<file path="config.mk">
export PLATFORM = sky130hd
export DESIGN_NAME = manhattan_sequence_generator
export DESIGN_NICKNAME = d
export VERILOG_FILES = /design/src/rtl/manhattan_seqgen_pkg.sv /design/src/rtl/manhattan_piso_shifter.sv /design/src/rtl/manhattan_sequence_generator.sv
export SDC_FILE = /design/constraint.sdc
export NUM_CORES = 1
export LEC_CHECK = 0
export BUFFER_PORTS_ARGS = -buffer_cell sky130_fd_sc_hd__clkbuf_2
export CORE_ASPECT_RATIO = 1.75
export CORE_MARGIN = 2
export CORE_UTILIZATION = 35
export DETAILED_ROUTE_END_ITERATION = 6
export GPL_ROUTABILITY_DRIVEN = 1
export PLACE_DENSITY_LB_ADDON = 0.05
export SKIP_CTS_REPAIR_TIMING = 1
export SYNTH_ARGS = -nofsm -noshare
export SYNTH_HDL_FRONTEND = slang
export SYNTH_HIERARCHICAL = 1
export SYNTH_SLANG_ARGS = --single-unit
export TNS_END_PERCENT = 100
</file>
<file path="constraint.sdc">
create_clock -name clock -period 2.36 [get_ports clock]
set_clock_uncertainty 0.15 [all_clocks]
set_input_delay 0.354 -clock clock [delete_from_list [all_inputs] [get_ports clock]]
set_output_delay 0.354 -clock clock [all_outputs]
set_load 0.02 [all_outputs]
</file>
<file path="src/rtl/manhattan_seqgen_pkg.sv">
// Shared state encoding and default pattern for the serial sequence generator.
package manhattan_seqgen_pkg;

  typedef enum logic [1:0] {
    S_IDLE  = 2'b00,
    S_SHIFT = 2'b01,
    S_GAP   = 2'b10,
    S_DONE  = 2'b11
  } state_e;

  localparam logic [4:0] PAT_11010 = 5'b11010;

endpackage

</file>
<file path="src/rtl/manhattan_piso_shifter.sv">
// Parallel-in serial-out register; MSB is the serial bit, zeros fill from the LSB end.
module manhattan_piso_shifter #(
  parameter int unsigned PAT_W = 5
) (
  input  logic             clock,
  input  logic             reset,
  input  logic             clear_i,
  input  logic             load_i,
  input  logic             shift_en_i,
  input  logic [PAT_W-1:0] parallel_i,
  output logic             serial_o
);

  logic [PAT_W-1:0] shreg_q;

  always_ff @(posedge clock or posedge reset) begin
    if (reset) begin
      shreg_q <= '0;
    end else if (clear_i) begin
      shreg_q <= '0;
    end else if (load_i) begin
      shreg_q <= parallel_i;
    end else if (shift_en_i) begin
      shreg_q <= {shreg_q[PAT_W-2:0], 1'b0};
    end
  end

  assign serial_o = shreg_q[PAT_W-1];

endmodule

</file>
<file path="src/rtl/manhattan_sequence_generator.sv">
// Serial pattern transmitter: repeats a PAT_W-bit pattern MSB-first with an idle gap
// between repetitions, then pulses done.
module manhattan_sequence_generator
  import manhattan_seqgen_pkg::*;
#(
  parameter int unsigned      PAT_W   = 5,
  parameter logic [PAT_W-1:0] PATTERN = PAT_W'(PAT_11010),
  parameter int unsigned      CNT_W   = 4
) (
  input  logic             clock,
  input  logic             reset,
  input  logic             start,
  input  logic             abort,
  input  logic             use_param,
  input  logic [PAT_W-1:0] pattern_in,
  input  logic [CNT_W-1:0] repeat_count,
  input  logic [CNT_W-1:0] gap_cycles,
  output logic             sequence_out,
  output logic             bit_valid,
  output logic             busy,
  output logic             done
);

  localparam int unsigned BCNT_W = $clog2(PAT_W + 1);

  state_e             state_q;
  logic [PAT_W-1:0]   pat_q;
  logic [BCNT_W-1:0]  bits_left_q;
  logic [CNT_W-1:0]   rep_left_q;
  logic [CNT_W-1:0]   gap_q;
  logic [CNT_W-1:0]   gap_cnt_q;
  logic               bit_valid_q;
  logic               busy_q;
  logic               done_q;

  logic               start_ok_c;
  logic               last_bit_c;
  logic               more_reps_c;
  logic               gap_end_c;
  logic               load_c;
  logic               shift_c;
  logic               clear_c;
  logic [PAT_W-1:0]   sel_pat_c;
  logic [PAT_W-1:0]   load_pat_c;

  // Shifter control must act on the same edge as the state transition.
  always_comb begin
    start_ok_c  = (state_q == S_IDLE) && start && !abort;
    last_bit_c  = (state_q == S_SHIFT) && (bits_left_q == '0);
    more_reps_c = rep_left_q > CNT_W'(1);
    gap_end_c   = (state_q == S_GAP) && (gap_cnt_q <= CNT_W'(1));
    sel_pat_c   = use_param ? PATTERN : pattern_in;
    load_pat_c  = start_ok_c ? sel_pat_c : pat_q;
    clear_c     = abort && (state_q != S_IDLE);
    load_c      = start_ok_c ||
                  (!abort && ((last_bit_c && more_reps_c && (gap_q == '0)) || gap_end_c));
    shift_c     = !abort && (state_q == S_SHIFT) && !load_c;
  end

  manhattan_piso_shifter #(.PAT_W(PAT_W)) u_shifter (
    .clock      (clock),
    .reset      (reset),
    .clear_i    (clear_c),
    .load_i     (load_c),
    .shift_en_i (shift_c),
    .parallel_i (load_pat_c),
    .serial_o   (sequence_out)
  );

  always_ff @(posedge clock or posedge reset) begin
    if (reset) begin
      state_q     <= S_IDLE;
      pat_q       <= '0;
      bits_left_q <= '0;
      rep_left_q  <= '0;
      gap_q       <= '0;
      gap_cnt_q   <= '0;
      bit_valid_q <= 1'b0;
      busy_q      <= 1'b0;
      done_q      <= 1'b0;
    end else if (clear_c) begin
      state_q     <= S_IDLE;
      bits_left_q <= '0;
      rep_left_q  <= '0;
      gap_cnt_q   <= '0;
      bit_valid_q <= 1'b0;
      busy_q      <= 1'b0;
      done_q      <= 1'b0;
    end else begin
      done_q <= 1'b0;
      case (state_q)
        S_IDLE: begin
          if (start_ok_c) begin
            pat_q       <= sel_pat_c;
            rep_left_q  <= (repeat_count == '0) ? CNT_W'(1) : repeat_count;
            gap_q       <= gap_cycles;
            bits_left_q <= BCNT_W'(PAT_W - 1);
            state_q     <= S_SHIFT;
            bit_valid_q <= 1'b1;
            busy_q      <= 1'b1;
          end
        end
        S_SHIFT: begin
          if (bits_left_q != '0) begin
            bits_left_q <= bits_left_q - BCNT_W'(1);
          end else begin
            if (rep_left_q != '0) rep_left_q <= rep_left_q - CNT_W'(1);
            if (more_reps_c) begin
              if (gap_q == '0) begin
                bits_left_q <= BCNT_W'(PAT_W - 1);
              end else begin
                state_q     <= S_GAP;
                gap_cnt_q   <= gap_q;
                bit_valid_q <= 1'b0;
              end
            end else begin
              state_q     <= S_DONE;
              bit_valid_q <= 1'b0;
              busy_q      <= 1'b0;
              done_q      <= 1'b1;
            end
          end
        end
        S_GAP: begin
          if (gap_cnt_q > CNT_W'(1)) begin
            gap_cnt_q <= gap_cnt_q - CNT_W'(1);
          end else begin
            gap_cnt_q   <= '0;
            bits_left_q <= BCNT_W'(PAT_W - 1);
            state_q     <= S_SHIFT;
            bit_valid_q <= 1'b1;
          end
        end
        S_DONE: begin
          state_q <= S_IDLE;
        end
        default: begin
          state_q     <= S_IDLE;
          bit_valid_q <= 1'b0;
          busy_q      <= 1'b0;
        end
      endcase
    end
  end

  assign bit_valid = bit_valid_q;
  assign busy      = busy_q;
  assign done      = done_q;

endmodule

</file>
==> results.md, run 1 <==
* Final setup violation count at 0
* R2R Path Start: state_q[0]
* Routed WL at 4580 µm
* Post-synthesis register bit count at 30
* Tightest Pin Transition at 0.458 ns
* Initial drt markers at 48
* Critical Path End Type: flop
* DR WL met3 at between 150 and 200 µm
* FF+latch area at around 750 µm²
* Syn Area/Cell at 9.12 µm²
* Critical path launch point type: flop
* Pin count of the biggest net entering global routing at 26
* Die Span X at approximately 60 µm
* Layout Cells excl Fill at 292
* Critical path startpoint: state_q[0]
* Yosys Warn Count at 6
* Hold WS at 0.152 ns
* Highest metal used: met4
* Die height at 100 µm
* First-pass GRT wire length at 7730 µm
* Hold depth at 2
* VDD IR-drop max at 0.000538 V
* Worst rel slew slack at 0.692
* Fill cells at 562
* Worst setup path class: flop to flop
* CTS max path bufs at 2
* Commonest cells after routing, fill and taps aside: dfrtp_1 (28), nand2_1 (22), clkbuf_2 (21), o21ai_0 (18), inv_1 (14)
* Pwr dens at 1370 mW/mm²
* R2R setup slack at 0.19 ns
* Pre-antenna DRT Iters at 6
* MaxCap Viol Count at 0
* Initial Util at 0.358
* R2R depth at 9
* Clock transition at path regs at 0.07 ns
* Hold Path End: gap_q[2]
* Synth Cell Area at 0.00185 mm²
* Crit share post-route at 0.918
* Power Total at about 3000 µW
* Count of cell types in the netlist at 52
* Fin nets at 262
* DPL Wire Length at 3510 µm
* Leakage at 0.000983 µW
* IO Pins at 22
* Reg2reg end: gap_cnt_q[2]
* Fin. Hold Viols at 0
* Avg Vias per Cell at 5.49
* Tmin final at 2.17 ns
* Ys flop type: dfrtp_1
* Die area at 0.00591 mm²
* Largest cells by area after synthesis: dfrtp_1 (41%), ha_1 (5.4%), o21ai_0 (4.9%)
* Ant. Diodes at 0
* Met2 WL at 2550 µm
* Total placed cells including tap cells at 283
* Footprint of the multi-input gates at 0.00102 mm²
* CTS tree: yes
* Total negative slack at 0 ns
* Share of cells above drive strength 1 at 0.253
* Synth area leader: dfrtp_1
* Routed via count at 1603
* Worst EP arrival at 2.18 ns
* Area Overhead vs Synth at 18.3%
* Sequential area share after synthesis at 0.406
* Vias in the first global route at about 1700
* Post-synth EDFFs at 0
* GP Congestion at about 0.81
* DRT met1 WL at 1740 µm
* Clock sink count at 30
* Synthesized net count at 229
* Core ar. at 0.00517 mm²
* H-tree levels at 2
* Rows at 35
* PortBufs at 21
* CTS root buf: clkbuf_8
* Global Route Usage Sum at 0.173
* Total gr overflow at 0
* Hold Path Origin: gap_cycles[2]
* Fmax at approximately 0.46 GHz
* Post-route ant nets at 0
* Initial antenna violation count at 0
* Cts bufs inserted at 5
* Max-slew violations at 0
* Most common cell after layout, fill and taps aside: dfrtp_1
* WL/cell at 15.7 µm
* Core Util, Final at 0.423
* Skew-Pair Late Insertion Delay at 0.28 ns
* Post-route DRC at 1
* Synth top area share at 0.406
* Failing checks: design-rule violations
* Cell count after synthesis at 203
* WP data required at 2.37 ns
* HP Class: primary input to flop
* Run status: complete, but fails checks
* Synth async-reset ratio at 1.00
* Crit-path max FO at 11
critical path, cell delays in order (launching register included):
cell      delay [ns]
dfrtp_2         0.41
inv_1           0.07
ha_1            0.22
buf_4           0.18
nand2b_1        0.25
buf_4           0.21
mux2i_1         0.11
o21ba_1         0.21
o21ai_1         0.14
o21ai_1         0.09
cells by family (layout without fill, tap and decap cells):
family | Yosys count | count (layout) | synth area share
AOI/OAI and AO/OA | 69 | 69 | 0.254
xor gates and xnor gates | 1 | 1 | 0.00473
adders and majority gates | 8 | 8 | 0.0541
buffers and inverters | 21 | 55 | 0.0494
DFF | 30 | 30 | 0.406
muxes | 10 | 10 | 0.0568
and+or+nand+nor | 64 | 64 | 0.175
sequential cells by signal (all words and copies together), names as in the netlist:
name	cells
pat_q	5
u_shifter/shreg_q	5
gap_cnt_q	4
gap_q	4
rep_left_q	4
bits_left_q	3
state_q	2
bit_valid	1
busy	1
done	1
power breakdown:
part	internal (µW)	total [µW]	switching [µW]
combinational	682	1620	936
clock	234	437	203
sequential	740	939	199
total	1660	2990	1340
cells in the mapped netlist (2+ instances only):
master and number:
o21ai_1 8, nor2_1 13, o21ai_0 18, nor3_1 7, ha_1 8, clkbuf_1 2, a211oi_1 4, a21oi_2 2
a21oi_1 12, inv_1 14, buf_2 4, nand2_1 22, o31ai_1 2, mux2i_1 6, mux2_2 4, nand2b_1 6
dfrtp_1 30, nor2b_1 5, a22oi_1 3
how the worst max path moves through the flow:
stage | end | slack, ns | cells after the start
after CTS | u_shifter/shreg_q[0] | 0.09 | 8
after detailed placement | u_shifter/shreg_q[0] | 0.12 | 8
final | gap_cnt_q[2] | 0.19 | 9
after global routing | u_shifter/shreg_q[3] | -0.005 | 7
after global placement | u_shifter/shreg_q[0] | 0.11 | 8
after floorplan | u_shifter/shreg_q[0] | 0.28 | 9
stage by stage:
stage	instance area, µm²	setup slack [ns]
2_1_floorplan	1850	0.283
3_3_place_gp	2070	0.114
3_5_place_dp	2070	0.122
4_1_cts	2160	0.0909
5_1_grt	2190	-0.00471
6_report	2190	0.193
layer usage:
metal  track usage  vias up
met2         0.316       35
met1         0.186      763
li1              -      795
met3        0.0309       10
met5             0        -
met4        0.0769        0
area by class of cell:
type                    count  share of cell area
repair buffers             33              0.0903
inverters                  14              0.0240
multi-input cells         152               0.467
well taps                  55              0.0314
flip-flops and latches     30               0.344
clock buffers               6              0.0377
clock inverters             2             0.00572
Power figures use the tool's default switching activity.
==> inputs of run 2 (changes only) <==
CORE_UTILIZATION = 25   (was 35)
==> results.md, run 2 (same netlist as run 1, synthesis figures left out) <==
* Area Overhead vs Synth at 26.5%
* Fmax at 0.470 GHz (+1.9%)
* Hold WS at 0.155 ns (+0.00325 ns)
* Die height at 118 µm (+18%)
* CTS tree: yes
* Max-slew violations at 0 (unchanged)
* Critical Path End Type: flop
* Routed via count at 1618 (+0.94%)
* CTS max path bufs at 2 (unchanged)
* Die area at 0.00813 mm² (+38%)
* Pwr dens at 1420 mW/mm² (+4.0%)
* DRT met1 WL at 1970 µm (+13%)
* Hold Path Origin: gap_cycles[2]
* Pre-antenna DRT Iters at 4 (-2)
* Tightest Pin Transition at 0.459 ns (+0.00152 ns)
* Post-route cell area at 0.00234 mm² (+7.0%)
* Crit path cell chain: inv_1 > ha_1 > nand2b_1 > inv_1 > a21oi_1 > a2bb2oi_1 > o21ai_1
* Avg Vias per Cell at 4.92 (-10%)
* Fill cells at 791 (+41%)
* Leakage at 0.00104 µW (+6.2%)
* CTS root buf: clkbuf_16
* Share of cells above drive strength 1 at 0.267 (+0.0143)
* DR WL met3 at 189 µm (+13%)
* Met2 WL at 2840 µm (+11%)
* DPL Wire Length at 3980 µm (+13%)
* Crit share post-route at 0.901 (-0.0173)
* Largest regs: pat_q x5, u_shifter/shreg_q x5
* R2R Path Start: state_q[0]
* Routed WL at 5160 µm (+13%)
* Pin count of the biggest net entering global routing at 26 (unchanged)
* Final setup violation count at 0 (unchanged)
* Vias in the first global route at 1730 (+3.7%)
* Clock transition at path regs at 0.05 ns (-0.02 ns)
* Fin. Hold Viols at 0 (unchanged)
* Worst setup path class: flop to flop
* RSZ-0062 raised after global routing: false
* Core ar. at 0.00718 mm² (+39%)
* Cts bufs inserted at 5 (unchanged)
* Initial antenna violation count at 0 (unchanged)
* VDD IR-drop max at 0.000555 V (+3.2%)
* Worst EP arrival at 2.14 ns (-0.04 ns)
* WP data required at 2.37 ns (about the same)
* Cell mode on critical path: inv_1
* Commonest cells after routing, fill and taps aside: dfrtp_1 (30), nand2_1 (22), clkbuf_2 (21), o21ai_0 (18), buf_4 (17)
* Fin nets at 268 (+2.3%)
* Most common cell after layout, fill and taps aside: dfrtp_1
* Global Route Usage Sum at 0.137 (-0.0357)
* Clock sink count at 30 (unchanged)
* PortBufs at 21 (unchanged)
* GP Congestion at 0.772 (-4.2%)
* Ant. Diodes at 0 (unchanged)
* Die Span X at 69.0 µm (+17%)
* Crit-path max cell delay at 0.44 ns (+0.03 ns)
* Post-route DRC at 0 (-1)
* Crit-path max FO at 8 (-3)
* DP Area at 0.00215 mm² (+4.1%)
* CP max stage cell: dfrtp_1
* MaxCap Viol Count at 0 (unchanged)
* Run status: complete, no violations
* First-pass GRT wire length at 8710 µm (+13%)
* Post-route ant nets at 0 (unchanged)
* HP Class: primary input to flop
* Critical path launch point type: flop
* H-tree levels at 2 (unchanged)
* Skew-Pair Late Insertion Delay at 0.28 ns (about the same)
* Tmin final at 2.13 ns (-0.0408 ns)
* WL/cell at 15.7 µm (about the same)
* Total gr overflow at 0 (unchanged)
* Initial Util at 0.258 (-0.100)
* Initial drt markers at 42 (-13%)
* IO Pins at 22 (unchanged)
* Critical path startpoint: state_q[0]
* Highest metal used: met4
* Worst rel slew slack at 0.689 (-0.00331)
* Rows at 41 (+17%)
* Total negative slack at 0 ns (unchanged)
-- run 2: report_power, final --
group          switching [µW]  leakage, µW  internal [µW]
Sequential                191     0.000382            738
Clock                     237    0.0000729            417
Combinational            1000     0.000589            747
Total                    1430      0.00104           1900
-- run 2: area by class of cell --
cell class / instances / area, µm² / share of cell area
Clock buffer: 6 / 139 / 0.0593
Clock inverter: 2 / 12.5 / 0.00534
Inverter: 14 / 52.6 / 0.0224
Multi-Input combinational cell: 152 / 1040 / 0.443
Sequential cell: 30 / 751 / 0.321
Tap cell: 86 / 108 / 0.0460
Timing Repair Buffer: 39 / 243 / 0.104
-- run 2: metrics by stage --
step | utilization | power, µW | cells | setup WS [ns]
after floorplan | - | 2070 | 203 | 0.283
after global placement | 0.300 | 2680 | 320 | 0.0487
after detailed placement | 0.300 | 2650 | 320 | 0.0683
after CTS | 0.321 | 3330 | 328 | 0.0478
after global routing | 0.326 | 3630 | 329 | 0.0236
final | 0.326 | 3330 | 329 | 0.234
-- run 2: path summary, 6_finish.rpt --
| check | slack (ns) | to | cells after the start |
|---|---|---|---|
| worst min register to register | 0.32 | pat_q[3] | 2 |
| max in group asynchronous | 1.27 | gap_cnt_q[3] | 4 |
| worst max register to register | 0.23 | bits_left_q[1] | 7 |
| min in group asynchronous | 0.37 | u_shifter/shreg_q[3] | 3 |
| worst min-delay path | 0.15 | gap_q[2] | 2 |
| worst max-delay path | 0.23 | bits_left_q[1] | 7 |
-- run 2: worst max-delay path: cells and delay by family (launching register included) --
| kind | cells | cell delay [ns] |
|---|---|---|
| buffers and inverters | 2 | 0.23 |
| AO/OA/AOI/OAI | 3 | 0.59 |
| adder cells (fa/ha/maj) | 1 | 0.26 |
| AND/OR/NAND/NOR | 1 | 0.34 |
| flip-flops | 1 | 0.44 |
-- run 2: metal layers --
metal  GRT usage  vias to the layer above
met5           0                        -
met4      0.0711                        0
met3      0.0342                       11
met2       0.256                       39
met1       0.136                      762
li1            -                      806
==> inputs of run 3 (changes only) <==
ABC_AREA = 1   (was not set)
==> results.md, run 3 <==
* Run status: complete, no violations
* Worst rel slew slack at 0.749 (+0.0600)
* Die height at 120 µm (+1.9%)
* Pwr dens at 1440 mW/mm² (+1.2%)
* IO Pins at 22 (unchanged)
* Crit share post-route at 0.873 (-0.0279)
* RSZ-0062 raised after global routing: false
* Post-route DRC at 0 (unchanged)
* Global route hottest layer: met2
* Hold Path End: gap_q[1]
* Post-route ant nets at 0 (unchanged)
* Tmin final at 2.06 ns (-0.0658 ns)
* Area Overhead vs Synth at 20.4%
* Largest regs: pat_q x5, u_shifter/shreg_q x5
* Vias in the first global route at 1874 (+8.3%)
* Die area at 0.00844 mm² (+3.7%)
* First-pass GRT wire length at 9000 µm (+3.3%)
* WL/cell at 13.7 µm (-12%)
* Fill cells at 846 (+7.0%)
* Ant. Diodes at 0 (unchanged)
* GR Util met1 at 0.138 (+0.00143)
* DPL Wire Length at 4360 µm (+9.6%)
* CTS max path bufs at 2 (unchanged)
* Sequential area share after synthesis at 0.390 (-0.0153)
* Post-route cell area at 0.00232 mm² (-1.1%)
* Hold WS at 0.134 ns (-0.0207 ns)
* Worst setup path class: flop to flop
* Reg2reg end: gap_cnt_q[3]
* WP data required at 2.38 ns (about the same)
* Cell count after synthesis at 282 (+39%)
* Crit-path max FO at 9 (+1)
* CTS root buf: clkbuf_16
* Count leader, synth: nand2_1
* Core ar. at 0.00751 mm² (+4.6%)
* Internal at 1740 µW (-8.7%)
* Clock sink count at 30 (unchanged)
* Post-synthesis register bit count at 30 (unchanged)
* Core Util, Final at 0.308 (-0.0178)
* GR Util met2 at 0.265 (+0.00873)
* P_sw at 1600 µW (+12%)
* Critical path launch point type: flop
* Skew-Pair Late Insertion Delay at 0.28 ns (about the same)
* H-tree levels at 2 (unchanged)
* HP Class: primary input to flop
* Critical Path End Type: flop
* Total gr overflow at 0 (unchanged)
* Hold Path Origin: gap_cycles[1]
* Worst setup margin at 0.300 ns (+0.0658 ns)
* R2R Path Start: state_q[0]
* PortBufs at 21 (unchanged)
* MaxCap Viol Count at 0 (unchanged)
* Synthesized net count at 308 (+34%)
* Global Route Usage Sum at 0.143 (+0.00518)
* CTS tree: yes
* Combinational Power Share at 0.526 (about the same)
* Total negative slack at 0 ns (unchanged)
* Initial antenna violation count at 0 (unchanged)
* Ys flop type: dfrtp_1
* Initial Util at 0.256 (-0.00175)
* Worst EP arrival at 2.08 ns (-0.06 ns)
* Share of cells above drive strength 1 at 0.159 (-0.108)
* Tightest Pin Transition at 0.376 ns (-0.0828 ns)
* Pre-antenna DRT Iters at 5 (+1)
* Clock transition at path regs at 0.05 ns (about the same)
* Largest cells by area after synthesis: dfrtp_1 (39%), nand2_1 (22%), nand3_1 (6.2%)
* Synth area leader: dfrtp_1
* Final setup violation count at 0 (unchanged)
* R2R setup slack at 0.30 ns (+0.07 ns)
* Synth async-reset ratio at 1.00 (unchanged)
* Pin count of the biggest net entering global routing at 26 (unchanged)
* Leakage at 0.00128 µW (+22%)
* Clock power share at 0.196 (about the same)
* Hold depth at 3 (+1)
* Synth top area share at 0.390 (-0.0153)
* Routed WL at 5520 µm (+7.0%)
* Most common cell after layout, fill and taps aside: nand2_1
* VDD IR-drop max at 0.000455 V (-18%)
* Post-synth EDFFs at 0 (unchanged)
* Cts bufs inserted at 5 (unchanged)
* Fmax at 0.485 GHz (+3.2%)
* Commonest cells after routing, fill and taps aside: nand2_1 (115), inv_1 (30), dfrtp_1 (30), nand3_1 (24), nor2_1 (23)
* Die Span X at 70.3 µm (+1.8%)
* Synth Cell Area at 0.00192 mm² (+3.9%)
* Syn Area/Cell at 6.82 µm² (-25%)
* DP Area at 0.00214 mm² (-0.52%)
* GP Congestion at 0.775 (+0.36%)
* Fin nets at 339 (+26%)
* R2R depth at 10 (+3)
* Fin. Hold Viols at 0 (unchanged)
* Avg Vias per Cell at 4.54 (-7.7%)
* Routed via count at 1824 (+13%)
* Max-slew violations at 0 (unchanged)
* Sequential fraction of design power at 0.277 (-0.002)
* Synth top cells by count: nand2_1 (115), dfrtp_1 (30), inv_1 (30)
* Count of cell types in the netlist at 23 (-56%)
* Post-place setup slack at 0.127 ns (+0.0589 ns)
* Rows at 42 (+2.4%)
* Sw frac at 0.479 (+0.0501)
* Initial drt markers at 70 (+67%)
* Yosys Warn Count at 6 (unchanged)
* Met3 usage at 0.0285 (-0.00570)
-- run 3: cell types whose count changed after synthesis, moves of 6 or more --
cell      previous run  this run
inv_1               14        30
nand2_1             22       115
mux2i_1              6         0
o21ai_0             18         8
nand2b_1             6         0
nor2_1              13        23
nand3_1              1        24
-- run 3: area by class of cell --
cell class	instances	area, µm²	share of cell area
timing repair buffer	26	145	0.0627
clock buffer	7	143	0.0616
clock inverter	1	5.00	0.00216
multi-input combinational	215	1030	0.445
sequential	30	751	0.324
tap	88	110	0.0475
inverter	35	131	0.0567
-- run 3: per-stage QoR --
stage / power, µW / cells
after floorplan: 2200 / 282
after global placement: 2710 / 391
after detailed placement: 2710 / 391
after CTS: 3380 / 399
after global routing: 3670 / 402
final: 3330 / 402
-- run 3: logic make-up (layout without fill, tap and decap cells) --
group / after synthesis / in the layout / share of synthesized area
adders and majority gates: 8 / 8 / 0.0521
xor gates and xnor gates: 2 / 2 / 0.00911
and+or+nand+nor: 175 / 175 / 0.380
buffers and inverters: 37 / 69 / 0.0748
DFF: 30 / 30 / 0.390
AOI/OAI and AO/OA: 30 / 30 / 0.0937
-- run 3: worst max path at each step --
| stage | end | depth (start not counted) | start | slack [ns] |
|---|---|---|---|---|
| after floorplan | u_shifter/shreg_q[4] | 12 | rep_left_q[0] | 0.42 |
| after global placement | state_q[1] | 10 | state_q[1] | 0.16 |
| after detailed placement | state_q[1] | 10 | state_q[0] | 0.13 |
| after CTS | state_q[1] | 10 | state_q[0] | 0.12 |
| after global routing | u_shifter/shreg_q[2] | 13 | rep_left_q[1] | 0.05 |
| final | gap_cnt_q[3] | 10 | state_q[0] | 0.30 |
-- run 3: routing by layer --
layer,up-vias,routed length (µm)
li1,941,-
met1,831,2020
met2,35,3070
met3,17,160
met4,0,272
met5,-,0
-- run 3: worst max-delay path, cell delays in order, from the launching register on --
cell	delay, ns
dfrtp_1	0.42
inv_1	0.10
ha_1	0.29
inv_2	0.15
a21oi_4	0.12
nand2_1	0.16
nand2_1	0.08
nor2_2	0.27
inv_2	0.08
nand2_1	0.06
nand2_1	0.05
-- run 3: power groups by stage --
stage	Clock, µW	Sequential [µW]	Combinational [µW]
detailed placement	0	936	1770
floorplan	0	902	1300
global route	698	955	2020
finish	654	925	1750
CTS	673	928	1780
global placement	0	938	1770
